[src/rtl/digit_serial_sub.sv]
// Digit-serial subtractor: diff = a - b - borrowIn over WIDTH bits, DIGIT bits per clock,
// with start/busy/done handshake, borrow-out and signed overflow.
module digit_serial_sub #(
  parameter int unsigned WIDTH = 8,
  parameter int unsigned DIGIT = 1
) (
  input  logic             clk,
  input  logic             rst,
  input  logic             start,
  input  logic [WIDTH-1:0] a,
  input  logic [WIDTH-1:0] b,
  input  logic             borrowIn,
  output logic             busy,
  output logic             done,
  output logic [WIDTH-1:0] diff,
  output logic             borrowOut,
  output logic             overflow
);
  localparam int unsigned STEPS = WIDTH / DIGIT;
  localparam int unsigned CW    = (STEPS > 1) ? $clog2(STEPS) : 1;
  localparam logic [CW-1:0] LAST = CW'(STEPS - 1);

  typedef enum logic [1:0] {IDLE, RUN, DONE} state_t;

  state_t           state_q, state_d;
  logic [CW-1:0]    cnt_q, cnt_d;
  logic [WIDTH-1:0] a_q, a_d, b_q, b_d, res_q, res_d;
  logic             brw_q, brw_d;
  logic             busy_d, done_d, bo_d, ov_d;
  logic [WIDTH-1:0] diff_d;

  logic [DIGIT-1:0] dig_c;
  logic             brw_c, bmsb_c, take_c;
  logic [WIDTH-1:0] res_sh_c;

  // Full-subtractor borrow chain across the low digit of the operand registers
  always_comb begin
    logic br;
    br     = brw_q;
    bmsb_c = 1'b0;
    dig_c  = '0;
    for (int i = 0; i < int'(DIGIT); i++) begin
      bmsb_c   = br;
      dig_c[i] = a_q[i] ^ b_q[i] ^ br;
      br       = (~a_q[i] & b_q[i]) | (~(a_q[i] ^ b_q[i]) & br);
    end
    brw_c = br;
  end

  // New digit enters the result from the MSB side
  assign res_sh_c = WIDTH'({dig_c, res_q} >> DIGIT);
  assign take_c   = start && (state_q == IDLE || state_q == DONE);

  always_comb begin
    state_d = state_q;
    cnt_d   = cnt_q;
    a_d     = a_q;
    b_d     = b_q;
    brw_d   = brw_q;
    res_d   = res_q;
    diff_d  = diff;
    bo_d    = borrowOut;
    ov_d    = overflow;
    busy_d  = 1'b0;
    done_d  = 1'b0;

    case (state_q)
      RUN: begin
        a_d   = a_q >> DIGIT;
        b_d   = b_q >> DIGIT;
        brw_d = brw_c;
        res_d = res_sh_c;
        if (cnt_q == LAST) begin
          state_d = DONE;
          cnt_d   = '0;
          diff_d  = res_sh_c;
          bo_d    = brw_c;
          ov_d    = bmsb_c ^ brw_c;
        end else begin
          cnt_d = cnt_q + CW'(1);
        end
      end
      DONE:    state_d = IDLE;
      default: state_d = IDLE;
    endcase

    // Acceptance from IDLE or DONE overrides the default transition
    if (take_c) begin
      state_d = RUN;
      cnt_d   = '0;
      a_d     = a;
      b_d     = b;
      brw_d   = borrowIn;
      res_d   = '0;
    end

    busy_d = (state_d == RUN);
    done_d = (state_d == DONE);
  end

  always_ff @(posedge clk or posedge rst) begin
    if (rst) begin
      state_q   <= IDLE;
      cnt_q     <= '0;
      a_q       <= '0;
      b_q       <= '0;
      brw_q     <= 1'b0;
      res_q     <= '0;
      busy      <= 1'b0;
      done      <= 1'b0;
      diff      <= '0;
      borrowOut <= 1'b0;
      overflow  <= 1'b0;
    end else begin
      state_q   <= state_d;
      cnt_q     <= cnt_d;
      a_q       <= a_d;
      b_q       <= b_d;
      brw_q     <= brw_d;
      res_q     <= res_d;
      busy      <= busy_d;
      done      <= done_d;
      diff      <= diff_d;
      borrowOut <= bo_d;
      overflow  <= ov_d;
    end
  end

endmodule

[config.mk]
export PLATFORM = sky130hd
export DESIGN_NAME = digit_serial_sub
export DESIGN_NICKNAME = d
export VERILOG_FILES = /design/src/rtl/digit_serial_sub.sv
export SDC_FILE = /design/constraint.sdc
export NUM_CORES = 1
export LEC_CHECK = 0
export ABC_CLOCK_PERIOD_IN_PS = 2000
export CORE_MARGIN = 2
export CORE_UTILIZATION = 40
export DETAILED_ROUTE_END_ITERATION = 10
export PLACE_DENSITY_LB_ADDON = 0.08
export SKIP_LAST_GASP = 1
export SLEW_MARGIN = 20
export SYNTH_ARGS = -nofsm -noshare
export SYNTH_HDL_FRONTEND = slang
export SYNTH_SLANG_ARGS = --single-unit
[constraint.sdc]
create_clock -name clk -period 2 [get_ports clk]
set_clock_uncertainty 0.2 [all_clocks]
set_input_delay 0.4 -clock clk [delete_from_list [all_inputs] [get_ports clk]]
set_output_delay 0.4 -clock clk [all_outputs]
set_load 0.01 [all_outputs]
==> results.json <==
{
  "power_frac_comb_pct": 42.1,
  "timing.final.ws_setup_ns": 0.121,
  "clk_latency_ns": 0.29,
  "worst_ep_required_time_ns": 2.02,
  "hold_viol": 0,
  "async_reset_ff_share_pct": 100,
  "top_usage_layer": "met2",
  "netlist.area_leader.share_pct": 58.7,
  "crit_type": "input port to register",
  "yosysMostFrequentCell": "dfrtp_1",
  "drv_cap": 0,
  "port-buffer-count": 31,
  "diodes": 0,
  "fillers": 409,
  "routedWlPerCell_um": 14.0,
  "clockPowerShare_pct": 15.2,
  "p_int_mw": 2.23,
  "cts_tree": "yes",
  "ys_ff_latch": 41,
  "grt_pass1_wl_um": 5690,
  "fp.coreArea_mm2": 0.00429,
  "swShare_pct": 33.7,
  "die_area_mm2": 0.00491,
  "cp.arrival_ns": 1.90,
  "first_global_vias": 1219,
  "yosys_warnings": 0,
  "hold_class": "input port to asynchronous set/reset pin",
  "synth_edf_count": 0,
  "worstMarginPinSlew_ns": 0.693,
  "clk_pin_slew_worst_paths_ns": 0.07,
  "grt_use_met3_pct": 5.05,
  "p_seq_share_pct": 42.8,
  "antenna_found_initial": 0,
  "synth.cell_area_mm2": 0.00175,
  "grt_overflow": 0,
  "syn-instance-count": 140,
  "fin_setup_tns_ns": 0,
  "cts_setup_buffers": 0,
  "slew_violations": 0,
  "p_per_area_mw_per_mm2": 1560,
  "yosys.area.top_type": "dfrtp_1",
  "path_cells": "clkdlybuf4s50_1 -> nor2b_1 -> buf_4 -> nor3_1 -> nor2_1",
  "rows": 24,
  "max_freq_mhz": 532,
  "wirelength_um": 3170,
  "worstPathMaxFanout": 9,
  "fin_util_pct": 50.1,
  "setup-violations-final": 0,
  "p_sw_mw": 1.14,
  "finalCritPeriodShare_pct": 94.0,
  "synth.avg_cell_area_um2": 12.5,
  "end_kind": "register",
  "grt_max_degree": 42,
  "die_w_um": 70.1,
  "crit_path_max_incr_delay_ns": 0.58,
  "grt_use_met2_pct": 23.4,
  "rsz0062_at_grt": "no",
  "synthTopCellsByCount": "41 x dfrtp_1, 14 x nor3_1, 13 x nor2_1, 13 x o22ai_1, 11 x a22o_1",
  "status": "finished clean",
  "ys_seq_area_share_pct": 58.7,
  "nNetsFinal": 196,
  "crit_slowest_cell": "nor2b_1",
  "p_leak_nw": 0.957,
  "syn_nets": 163,
  "syn_to_final_growth_pct": 23.1,
  "synth.area.top_cells": "dfrtp_1 59%, mux2_2 5.8%, a22o_1 5.5%, o22ai_1 4.7%, nor3_1 4.0%",
  "met1_usage_pct": 18.5,
  "fin_worst_hold_slack_ns": 0.276,
  "drc": 0,
  "h-tree-depth": 2,
  "slew_headroom_pct": 53.7,
  "root_buffer": "clkbuf_8",
  "synthFlopType": "dfrtp_1",
  "peakVddDrop_mv": 0.521,
  "finalCriticalPeriod_ns": 1.88,
  "holdBufCountCts": 0,
  "critPathLaunchType": "input port",
  "via_per_inst": 5.12,
  "detailedPlacementHpwl_um": 2150,
  "cts_buffer_depth": 2,
  "cts_resized": 0,
  "cts.sinks": 41,
  "die_height_um": 70.1,
  "drt_iter0_drc": 36,
  "postRouteAntennaNets": 0,
  "gp_congestion": 0.770,
  "top_level_ports": 32,
  "track_usage_pct": 14.7,
  "place_ws_ns": -0.199,
  "p_total_mw": 3.37,
  "layout-drive-gt1-share_pct": 13.2,
  "start_util_pct": 40.7,
  "num_vias": 1156,
  "dr.pass1.iters": 4,
  "yosysUniqueCellTypes": 27,
  "cts_made_buffers": 5
}
==> state kept, by name, indices dropped and copies added (netlist names) <==
register / flops
a_q: 8
b_q: 8
bmsb_c: 1
borrowOut: 1
busy: 1
cnt_q: 3
diff: 8
done: 1
overflow: 1
res_q: 7
state_q: 2
==> critical path, delay by kind of cell <==
family / cells / cell delay [ns]
buffers and inverters: 2 / 0.77
and+or+nand+nor: 3 / 0.73
==> stage by stage <==
step,std cells,instance area (um2)
floorplan,140,1750
global placement,218,2070
detailed placement,218,2070
CTS,226,2150
global route,226,2150
finish,226,2150
==> metal layers <==
| layer | routed length (um) | share of wire, % |
|---|---|---|
| met1 | 1450 | 46 |
| met2 | 1530 | 48 |
| met3 | 143 | 4.5 |
| met4 | 47 | 1.5 |
| met5 | 0 | 0 |
==> power groups by stage <==
stage / logic, mW / registers (mW) / clock network [mW]
floorplan: 1.06 / 1.46 / 0
global placement: 1.40 / 1.45 / 0
detailed placement: 1.44 / 1.46 / 0
CTS: 1.45 / 1.45 / 0.536
global route: 1.58 / 1.50 / 0.574
finish: 1.42 / 1.44 / 0.511
==> layout make-up <==
| class | instances | area (um2) | area share (%) |
|---|---|---|---|
| Clock buffer | 8 | 80.1 | 3.72 |
| Inverter | 5 | 18.8 | 0.872 |
| Multi-Input combinational cell | 84 | 602 | 28.0 |
| Sequential cell | 41 | 1030 | 47.7 |
| Tap cell | 52 | 65.1 | 3.02 |
| Timing Repair Buffer | 36 | 360 | 16.7 |
==> path summary, 6_finish.rpt <==
| path | slack (ns) | start | depth (start not counted) | end |
|---|---|---|---|---|
| max in group asynchronous | 1.12 | rst | 3 | b_q[3]$_DFFE_PP0P_ |
| setup reg to reg | 0.25 | cnt_q[0]$_DFFE_PP0P_ | 4 | diff[3]$_DFFE_PP0P_ |
| setup / recovery | 0.12 | start | 5 | a_q[2]$_DFFE_PP0P_ |
| hold / removal | 0.28 | rst | 3 | diff[6]$_DFFE_PP0P_ |
| min in group clk | 0.28 | borrowOut$_DFFE_PP0P_ | 2 | borrowOut$_DFFE_PP0P_ |
| hold reg to reg | 0.28 | borrowOut$_DFFE_PP0P_ | 2 | borrowOut$_DFFE_PP0P_ |
==> logic make-up after synthesis <==
logic type,synth area share (%)
xor+xnor,0.501
simple gates,11.8
mux,6.37
flops,58.7
buf+inv,6.87
fa+ha+maj,2.58
compound gates,13.2
==> cells in the final DEF (no fill, tap or decap), drive strengths merged <==
cell type and n:
dfrtp 41, clkdlybuf4s50 31, nor3 14, nor2 14, o22ai 13, a22o 11
mux2 9, clkbuf 8, inv 5, buf 5, o21ai 4, and2b 3
nand2 2, a211oi 2, a21oi 2, ha 2, nor2b 1, nand3b 1
xor2 1, nand2b 1, or2b 1, a21o 1, mux2i 1, fa 1
Power figures use the tool's default switching activity.
